### config.mk
export PLATFORM = sky130hd
export DESIGN_NAME = tcp_tx_credit_sched_flat
export DESIGN_NICKNAME = d
export VERILOG_FILES = /design/src/rtl/tcp_tx_credit_sched_if.sv /design/src/rtl/tcp_tx_credit_sched.sv /design/src/flat_wrapper.sv
export SDC_FILE = /design/constraint.sdc
export NUM_CORES = 1
export LEC_CHECK = 0
export ABC_CLOCK_PERIOD_IN_PS = 12900
export BUFFER_PORTS_ARGS = -buffer_cell sky130_fd_sc_hd__buf_2
export CAP_MARGIN = 15
export CORE_AREA = 2 2 193 195
export DETAILED_ROUTE_END_ITERATION = 7
export DIE_AREA = 0 0 195 197
export HOLD_SLACK_MARGIN = 0.12
export PLACE_DENSITY_LB_ADDON = 0.05
export SYNTH_ARGS = -nofsm -noshare
export SYNTH_HDL_FRONTEND = slang
export SYNTH_SLANG_ARGS = --single-unit
### constraint.sdc
create_clock -name aclk -period 12.9 [get_ports aclk]
set_clock_uncertainty 0.1 [all_clocks]
set_input_delay 1.29 -clock aclk [delete_from_list [all_inputs] [get_ports aclk]]
set_output_delay 1.29 -clock aclk [all_outputs]
set_load 0.02 [all_outputs]
### src/rtl/tcp_tx_credit_sched_if.sv
// Meta handshake bundle between the vFPGA regions, the credit scheduler and the TCP TX mux.
// The slave modport is the scheduler's view; the master modport is the surrounding environment.
interface tcp_tx_credit_sched_if #(
    parameter  int N_REGIONS = 4,
    parameter  int DATA_BITS = 64,
    localparam int VF_BITS   = (N_REGIONS <= 1) ? 1 : $clog2(N_REGIONS)
);
    logic [N_REGIONS-1:0]           s_meta_valid;
    logic [N_REGIONS-1:0]           s_meta_ready;
    logic [N_REGIONS*DATA_BITS-1:0] s_meta_data;
    logic                           m_meta_valid;
    logic                           m_meta_ready;
    logic [DATA_BITS-1:0]           m_meta_data;
    logic [VF_BITS-1:0]             m_meta_id;

    modport master (
        output s_meta_valid, s_meta_data, m_meta_ready,
        input  s_meta_ready, m_meta_valid, m_meta_data, m_meta_id
    );

    modport slave (
        input  s_meta_valid, s_meta_data, m_meta_ready,
        output s_meta_ready, m_meta_valid, m_meta_data, m_meta_id
    );
endinterface

### src/rtl/tcp_tx_credit_sched.sv
// Credit-limited round-robin scheduler sharing the TCP TX meta path among vFPGA regions.
// Optional per-region grant statistics are built when TCP_TX_SCHED_STATS_EN is defined.
module tcp_tx_credit_sched #(
    parameter  int N_REGIONS       = 4,
    parameter  int DATA_BITS       = 64,
    parameter  int MAX_OUTSTANDING = 16,
    localparam int VF_BITS         = (N_REGIONS <= 1) ? 1 : $clog2(N_REGIONS),
    localparam int CNT_BITS        = $clog2(MAX_OUTSTANDING + 1)
) (
    input  logic                          aclk,
    input  logic                          areset,
    tcp_tx_credit_sched_if.slave          meta,
    input  logic                          cpl_valid,
    input  logic [VF_BITS-1:0]            cpl_id,
    input  logic [CNT_BITS-1:0]           credit_limit,
    output logic [N_REGIONS*CNT_BITS-1:0] outstanding,
    output logic                          cpl_err,
    output logic [N_REGIONS*32-1:0]       stat_grants
);

    typedef enum logic [0:0] {ST_IDLE, ST_SEND} state_t;

    function automatic logic [CNT_BITS-1:0] clamp_limit(input logic [CNT_BITS-1:0] lim);
        if (int'(lim) > MAX_OUTSTANDING) return CNT_BITS'(MAX_OUTSTANDING);
        return lim;
    endfunction

    state_t                 state;
    logic [VF_BITS-1:0]     rr_ptr;
    logic [CNT_BITS-1:0]    cnt [N_REGIONS];
    logic [DATA_BITS-1:0]   data_p1;
    logic [VF_BITS-1:0]     id_p1;
    logic                   vld_p1;

    logic [CNT_BITS-1:0]    eff_limit;
    logic [N_REGIONS-1:0]   eligible;
    logic [N_REGIONS-1:0]   ready_vec;
    logic [N_REGIONS-1:0]   cpl_dec;
    logic [VF_BITS-1:0]     scan;
    logic [VF_BITS-1:0]     winner;
    logic                   found;
    logic                   grant;
    logic                   cpl_bad;

    assign eff_limit = clamp_limit(credit_limit);

    // Arbitration: first eligible region at or after rr_ptr
    always_comb begin
        eligible = '0;
        for (int i = 0; i < N_REGIONS; i++) begin
            eligible[i] = meta.s_meta_valid[i] && (cnt[i] < eff_limit);
        end
        found  = 1'b0;
        winner = '0;
        scan   = '0;
        for (int k = 0; k < N_REGIONS; k++) begin
            scan = VF_BITS'((int'(rr_ptr) + k) % N_REGIONS);
            if (!found && eligible[scan]) begin
                found  = 1'b1;
                winner = scan;
            end
        end
    end

    assign grant = (state == ST_IDLE) && found && !areset;

    always_comb begin
        ready_vec = '0;
        if (grant) ready_vec[winner] = 1'b1;
    end

    // A completion against an empty counter or an unknown region decrements nothing
    always_comb begin
        cpl_dec = '0;
        for (int i = 0; i < N_REGIONS; i++) begin
            cpl_dec[i] = cpl_valid && (cpl_id == VF_BITS'(i)) && (cnt[i] != '0);
        end
    end

    assign cpl_bad = cpl_valid && !(|cpl_dec);

    // Stage p0 -> p1: grant capture into the output register
    always_ff @(posedge aclk) begin
        if (areset) begin
            state   <= ST_IDLE;
            rr_ptr  <= '0;
            data_p1 <= '0;
            id_p1   <= '0;
            vld_p1  <= 1'b0;
            cpl_err <= 1'b0;
            for (int i = 0; i < N_REGIONS; i++) cnt[i] <= '0;
        end else begin
            case (state)
                ST_IDLE: begin
                    if (grant) begin
                        data_p1 <= meta.s_meta_data[int'(winner)*DATA_BITS +: DATA_BITS];
                        id_p1   <= winner;
                        vld_p1  <= 1'b1;
                        state   <= ST_SEND;
                        if (int'(winner) == N_REGIONS - 1) rr_ptr <= '0;
                        else                               rr_ptr <= winner + 1'b1;
                    end
                end
                ST_SEND: begin
                    if (meta.m_meta_ready) begin
                        vld_p1 <= 1'b0;
                        state  <= ST_IDLE;
                    end
                end
                default: begin
                    vld_p1 <= 1'b0;
                    state  <= ST_IDLE;
                end
            endcase

            for (int i = 0; i < N_REGIONS; i++) begin
                case ({ready_vec[i], cpl_dec[i]})
                    2'b10:   cnt[i] <= cnt[i] + 1'b1;
                    2'b01:   cnt[i] <= cnt[i] - 1'b1;
                    default: cnt[i] <= cnt[i];
                endcase
            end

            if (cpl_bad) cpl_err <= 1'b1;
        end
    end

    assign meta.s_meta_ready = ready_vec;
    assign meta.m_meta_valid = vld_p1;
    assign meta.m_meta_data  = data_p1;
    assign meta.m_meta_id    = id_p1;

    always_comb begin
        outstanding = '0;
        for (int i = 0; i < N_REGIONS; i++) begin
            outstanding[i*CNT_BITS +: CNT_BITS] = cnt[i];
        end
    end

`ifdef TCP_TX_SCHED_STATS_EN
    logic [31:0] grant_cnt [N_REGIONS];

    always_ff @(posedge aclk) begin
        if (areset) begin
            for (int i = 0; i < N_REGIONS; i++) grant_cnt[i] <= '0;
        end else begin
            for (int i = 0; i < N_REGIONS; i++) begin
                if (ready_vec[i]) grant_cnt[i] <= grant_cnt[i] + 32'd1;
            end
        end
    end

    always_comb begin
        stat_grants = '0;
        for (int i = 0; i < N_REGIONS; i++) begin
            stat_grants[i*32 +: 32] = grant_cnt[i];
        end
    end
`else
    assign stat_grants = '0;
`endif

endmodule

### src/flat_wrapper.sv
// flat-port wrapper written by rule: the top's interface ports become plain ports
module tcp_tx_credit_sched_flat 
#(
    parameter  int N_REGIONS       = 4,
    parameter  int DATA_BITS       = 64,
    parameter  int MAX_OUTSTANDING = 16,
    localparam int VF_BITS         = (N_REGIONS <= 1) ? 1 : $clog2(N_REGIONS),
    localparam int CNT_BITS        = $clog2(MAX_OUTSTANDING + 1)
)
  (aclk, areset, cpl_valid, cpl_id, credit_limit, outstanding, cpl_err, stat_grants, meta_s_meta_valid, meta_s_meta_data, meta_m_meta_ready, meta_s_meta_ready, meta_m_meta_valid, meta_m_meta_data, meta_m_meta_id);
  tcp_tx_credit_sched_if #(.N_REGIONS(N_REGIONS), .DATA_BITS(DATA_BITS)) meta_i ();
  input  logic aclk;
  input  logic areset;
  input  logic cpl_valid;
  input  logic [VF_BITS-1:0] cpl_id;
  input  logic [CNT_BITS-1:0] credit_limit;
  output logic [N_REGIONS*CNT_BITS-1:0] outstanding;
  output logic cpl_err;
  output logic [N_REGIONS*32-1:0] stat_grants;
  input wire logic [$bits(meta_i.s_meta_valid)-1:0] meta_s_meta_valid;
  input wire logic [$bits(meta_i.s_meta_data)-1:0] meta_s_meta_data;
  input wire logic [$bits(meta_i.m_meta_ready)-1:0] meta_m_meta_ready;
  output wire logic [$bits(meta_i.s_meta_ready)-1:0] meta_s_meta_ready;
  output wire logic [$bits(meta_i.m_meta_valid)-1:0] meta_m_meta_valid;
  output wire logic [$bits(meta_i.m_meta_data)-1:0] meta_m_meta_data;
  output wire logic [$bits(meta_i.m_meta_id)-1:0] meta_m_meta_id;
  assign meta_i.s_meta_valid = meta_s_meta_valid;
  assign meta_i.s_meta_data = meta_s_meta_data;
  assign meta_i.m_meta_ready = meta_m_meta_ready;
  assign meta_s_meta_ready = meta_i.s_meta_ready;
  assign meta_m_meta_valid = meta_i.m_meta_valid;
  assign meta_m_meta_data = meta_i.m_meta_data;
  assign meta_m_meta_id = meta_i.m_meta_id;
  tcp_tx_credit_sched #(.N_REGIONS(N_REGIONS), .DATA_BITS(DATA_BITS), .MAX_OUTSTANDING(MAX_OUTSTANDING)) u_core (.aclk(aclk), .areset(areset), .meta(meta_i), .cpl_valid(cpl_valid), .cpl_id(cpl_id), .credit_limit(credit_limit), .outstanding(outstanding), .cpl_err(cpl_err), .stat_grants(stat_grants));
endmodule
==> flow_summary.html <==
<table>
<tr><th>Metric</th><th>Value</th></tr>
<tr><th colspan="2">Floorplan</th></tr>
<tr><td>Floorplan die width</td><td>195 um</td></tr>
<tr><td>Core Box Area</td><td>0.0363 mm^2</td></tr>
<tr><td>Die area</td><td>between 0.03 and 0.04 mm^2</td></tr>
<tr><td>Ports placed on the boundary</td><td>491</td></tr>
<tr><td>Starting utilization of the core area</td><td>0.202</td></tr>
<tr><td>Height of the die</td><td>between 150 and 200 um</td></tr>
<tr><td>Number of placement rows</td><td>70</td></tr>
<tr><th colspan="2">GRT</th></tr>
<tr><td>Wire length of the first global-routing pass</td><td>~40000 um</td></tr>
<tr><td>Number of antenna violations at the first check in global routing</td><td>2</td></tr>
<tr><td>Number of global-route vias before repair</td><td>6441</td></tr>
<tr><td>Largest net degree at the start of global routing</td><td>between 100 and 150</td></tr>
<tr><td>Grt ovf</td><td>0</td></tr>
<tr><td>GRT Overall Usage</td><td>0.141</td></tr>
<tr><th colspan="2">Pwr</th></tr>
<tr><td>Portion of total power attributed to combinational logic</td><td>0.505</td></tr>
<tr><td>Total net switching power</td><td>0.665 mW</td></tr>
<tr><td>Net Sw Frac</td><td>0.444</td></tr>
<tr><td>Share of total power in the clock network</td><td>0.206</td></tr>
<tr><td>Sequential fraction of design power</td><td>0.289</td></tr>
<tr><td>Internal Power</td><td>~0.83 mW</td></tr>
<tr><td>P_leak</td><td>roughly 4.6 nW</td></tr>
<tr><td>Power per unit of standard cell area</td><td>160 mW/mm^2</td></tr>
<tr><td>Max VDD drop</td><td>between 0.1 and 0.15 mV</td></tr>
<tr><th colspan="2">Worst hold path</th></tr>
<tr><td>Hold_sp</td><td>u_core.meta.m_meta_valid</td></tr>
<tr><td>Hold-critical path depth</td><td>2</td></tr>
<tr><td>Class of the tightest hold or removal check</td><td>flip-flop to flip-flop</td></tr>
<tr><td>End point of the most critical hold path</td><td>u_core.meta.m_meta_valid</td></tr>
<tr><th colspan="2">Yosys</th></tr>
<tr><td>Number of instances in the synthesized netlist</td><td>743</td></tr>
<tr><td>Cell variety after synth</td><td>55</td></tr>
<tr><td>Area leader, netlist</td><td>sky130_fd_sc_hd__dfxtp_1</td></tr>
<tr><td>Number of warnings issued by yosys</td><td>0</td></tr>
<tr><td>Register area share after synthesis</td><td>0.275</td></tr>
<tr><td>Most used DFF post-synth</td><td>sky130_fd_sc_hd__dfxtp_1</td></tr>
<tr><td>Number of synthesized flops with an enable pin</td><td>20</td></tr>
<tr><td>Cell types occupying the most area after synthesis</td><td>sky130_fd_sc_hd__dfxtp_1, sky130_fd_sc_hd__mux2i_1, sky130_fd_sc_hd__buf_4, sky130_fd_sc_hd__edfxtp_1, sky130_fd_sc_hd__ha_1</td></tr>
<tr><td>Number of storage elements in the synthesis netlist</td><td>91</td></tr>
<tr><td>Share of async-settable or async-resettable flops after synthesis</td><td>0</td></tr>
<tr><td>Avg Synthesized Cell Area</td><td>9.88 um^2</td></tr>
<tr><td>Netlist area before placement</td><td>0.00734 mm^2</td></tr>
<tr><td>Top-area cell type share of the netlist area</td><td>0.194</td></tr>
<tr><th colspan="2">Route</th></tr>
<tr><td>Routed via count divided by cell count</td><td>4.12</td></tr>
<tr><td>Residual antenna-violating net count after detailed routing</td><td>0</td></tr>
<tr><td>Total Routed Length</td><td>28200 um</td></tr>
<tr><td>Via count</td><td>6413</td></tr>
<tr><td>DRC violation count after routing</td><td>0</td></tr>
<tr><td>Routed length per placed instance</td><td>18.1 um</td></tr>
<tr><td>1st-pass router iterations</td><td>4</td></tr>
<tr><td>Iter 0 DRT Violations</td><td>212</td></tr>
<tr><th colspan="2">Timing</th></tr>
<tr><td>RSZ-0062 raised after global routing</td><td>false</td></tr>
<tr><td>Setup tns final</td><td>0 ns</td></tr>
<tr><td>Final-layout worst hold slack</td><td>0.368 ns</td></tr>
<tr><td>Post-route clock period utilization</td><td>0.459</td></tr>
<tr><td>Time the final worst path needs with I/O delays and setup</td><td>5.92 ns</td></tr>
<tr><td>Hold violation count in the final report</td><td>0</td></tr>
<tr><td>Final setup violation count</td><td>0</td></tr>
<tr><td>Slew of the pin with the lowest slew margin</td><td>between 0.9 and 1 ns</td></tr>
<tr><td>Maximum clock rate</td><td>169 MHz</td></tr>
<tr><td>Slew Limit Headroom</td><td>0.369</td></tr>
<tr><td>Count of pins over their slew limit</td><td>0</td></tr>
<tr><th colspan="2">Cells and area</th></tr>
<tr><td>Count of nets after finishing</td><td>~1400</td></tr>
<tr><td>Commonest cells after routing, fill and taps aside</td><td>sky130_fd_sc_hd__buf_2, sky130_fd_sc_hd__mux2i_1, sky130_fd_sc_hd__conb_1</td></tr>
<tr><td>Commonest non-fill, non-tap cell in the layout</td><td>sky130_fd_sc_hd__buf_2</td></tr>
<tr><td>Final cell utilization of the core</td><td>0.259</td></tr>
<tr><td>Synth-to-Final Area Change</td><td>27.7%</td></tr>
<tr><td>Fill cell total of the finished layout</td><td>roughly 4000</td></tr>
<tr><td>Proportion of layout cells with a drive suffix above 1</td><td>0.378</td></tr>
<tr><th colspan="2">Job</th></tr>
<tr><td>Number of max-cap violations</td><td>0</td></tr>
<tr><th colspan="2">Setup path</th></tr>
<tr><td>Flop-to-flop setup slack</td><td>8.13 ns</td></tr>
<tr><td>Critical path class</td><td>primary input to primary output</td></tr>
<tr><td>Data arrival, critical path</td><td>approximately 4.5 ns</td></tr>
<tr><td>Worst Path Required</td><td>11.51 ns</td></tr>
<tr><td>Cells along the critical path</td><td>buf_2 &gt; inv_1 &gt; nand2_1 &gt; ha_1 &gt; o21ai_0 &gt; a31oi_1 &gt; o41ai_2 &gt; o21ai_1 &gt; a21oi_4 &gt; buf_4 &gt; inv_2 &gt; ha_1 &gt; nand2_1 &gt; inv_1 &gt; buf_2</td></tr>
<tr><td>Slowest cell delay on critical path</td><td>0.59 ns</td></tr>
<tr><td>CP startpoint kind</td><td>primary input</td></tr>
<tr><td>Max FO, Critical Path</td><td>32</td></tr>
<tr><td>Endpoint of the lowest-slack register-to-register path</td><td>u_core.cnt[2][4]</td></tr>
<tr><td>Launching point of the worst reg2reg path</td><td>u_core.cnt[3][1]</td></tr>
<tr><td>Critical path capture point type</td><td>primary output</td></tr>
<tr><td>Slowest stage cell on the critical path</td><td>sky130_fd_sc_hd__o41ai_2</td></tr>
<tr><td>Worst-case reg-to-reg path depth</td><td>16</td></tr>
<tr><th colspan="2">Place</th></tr>
<tr><td>Number of buffers inserted by port buffering</td><td>362</td></tr>
<tr><td>Final estimated routing congestion in global placement</td><td>approximately 0.74</td></tr>
<tr><td>Half-perimeter wire length after detailed placement</td><td>21700 um</td></tr>
<tr><th colspan="2">Clocking</th></tr>
<tr><td># H-tree levels</td><td>3</td></tr>
<tr><td>Clock latency on the worst-skew pair</td><td>approximately 0.37 ns</td></tr>
<tr><td>Hold buffer count at CTS</td><td>0</td></tr>
<tr><td>Post-CTS clock slew at the launch and capture registers of the worst setup and hold paths</td><td>0.06 ns</td></tr>
<tr><td>CTS buffer count</td><td>9</td></tr>
<tr><td>Clk buf depth</td><td>2</td></tr>
<tr><td>TritonCTS clock tree</td><td>yes</td></tr>
<tr><td>Root buffer cell</td><td>sky130_fd_sc_hd__clkbuf_16</td></tr>
<tr><td>Number of setup buffers added after CTS</td><td>0</td></tr>
<tr><td>Post-CTS sizing</td><td>0</td></tr>
<tr><td>CTS sink count</td><td>91</td></tr>
<tr><th colspan="2">Run status</th></tr>
<tr><td>Outcome</td><td>finished clean</td></tr>
</table>
[per-stage QoR]
step	std cells	setup WS, ns	power [mW]	cell area (um^2)
5_1_grt	1554	6.62	1.60	9370
3_5_place_dp	1538	6.76	1.21	9040
3_3_place_gp	1538	6.84	1.23	9040
2_1_floorplan	870	7.74	0.998	7820
4_1_cts	1554	6.90	1.53	9370
6_report	1555	6.98	1.50	9370
[per-layer routing]
layer / part of all wire / up-vias / GRT usage
li1: - / 3160 / -
met1: 0.42 / 2989 / 0.169
met2: 0.50 / 248 / 0.246
met3: 0.069 / 14 / 0.0409
met4: 0.010 / 2 / 0.0365
met5: 0.00046 / - / 0
[synthesized netlist by cell type (all sizes together), types with 5 or more instances]
library cell  number
o21ai              6
or2                6
nor2b              5
nand3b            65
a21o               8
nand2b             6
ha                39
clkbuf            15
buf              155
o21bai             5
o221ai            65
inv               24
edfxtp            20
mux2i            132
a21oi             15
nor2              36
dfxtp             71
nand2             18
nor3               6
xnor2              8
[critical path, delay by kind of cell]
family                     cells  cell delay (ns)
AOI/OAI and AO/OA              5             1.24
buffers and inverters          6             1.17
adders and majority gates      2             0.50
and+or+nand+nor                2             0.30
[layout make-up]
type                       count  area [um^2]  area share
timing repair buffer         370         1880       0.201
sequential                    91         2020       0.216
clock inverter                 5         55.1     0.00587
inverter                      24         90.1     0.00961
antenna                        1         2.50    0.000267
multi-input combinational    585         4460       0.476
clock buffer                  11          275      0.0294
tap                          468          586      0.0625
[worst max-delay path by stage]
stage                                 endpoint  slack (ns)  depth (start not counted)       startpoint
final                     meta_s_meta_ready[0]        6.98                         15  credit_limit[4]
after global routing      meta_s_meta_ready[0]        6.62                         15  credit_limit[4]
after CTS                 meta_s_meta_ready[0]        6.90                         15  credit_limit[4]
after detailed placement      u_core.cnt[1][4]        6.76                         20  credit_limit[4]
after global placement        u_core.cnt[1][4]        6.84                         20  credit_limit[4]
after floorplan               u_core.cnt[2][4]        7.74                         19  credit_limit[4]
[power groups by stage]
| stage | clock [mW] | combinational (mW) | sequential, mW |
|---|---|---|---|
| 6_report | 0.309 | 0.756 | 0.433 |
| 5_1_grt | 0.333 | 0.823 | 0.446 |
| 4_1_cts | 0.323 | 0.775 | 0.435 |
| 3_5_place_dp | 0 | 0.772 | 0.439 |
| 3_3_place_gp | 0 | 0.786 | 0.442 |
| 2_1_floorplan | 0 | 0.475 | 0.523 |
[sequential cells by signal, summed over array words and instances (netlist names)]
name	flops
u_core.meta.m_meta_data	64
u_core.cnt	20
u_core.meta.m_meta_id	2
u_core.rr_ptr	2
u_core.cpl_err	1
u_core.meta.m_meta_valid	1
u_core.state	1
[kinds of logic (layout without fill, tap and decap cells)]
logic type,Yosys count,after routing,synth area share
and+or+nand+nor,153,153,0.130
buffers and inverters,194,410,0.183
adders and majority gates,42,42,0.0746
AOI/OAI and AO/OA,118,118,0.142
other,1,129,0.000511
xor gates and xnor gates,12,12,0.0143
muxes,132,132,0.180
DFF,91,91,0.275
No activity file was read; power rests on OpenSTA's default activity.
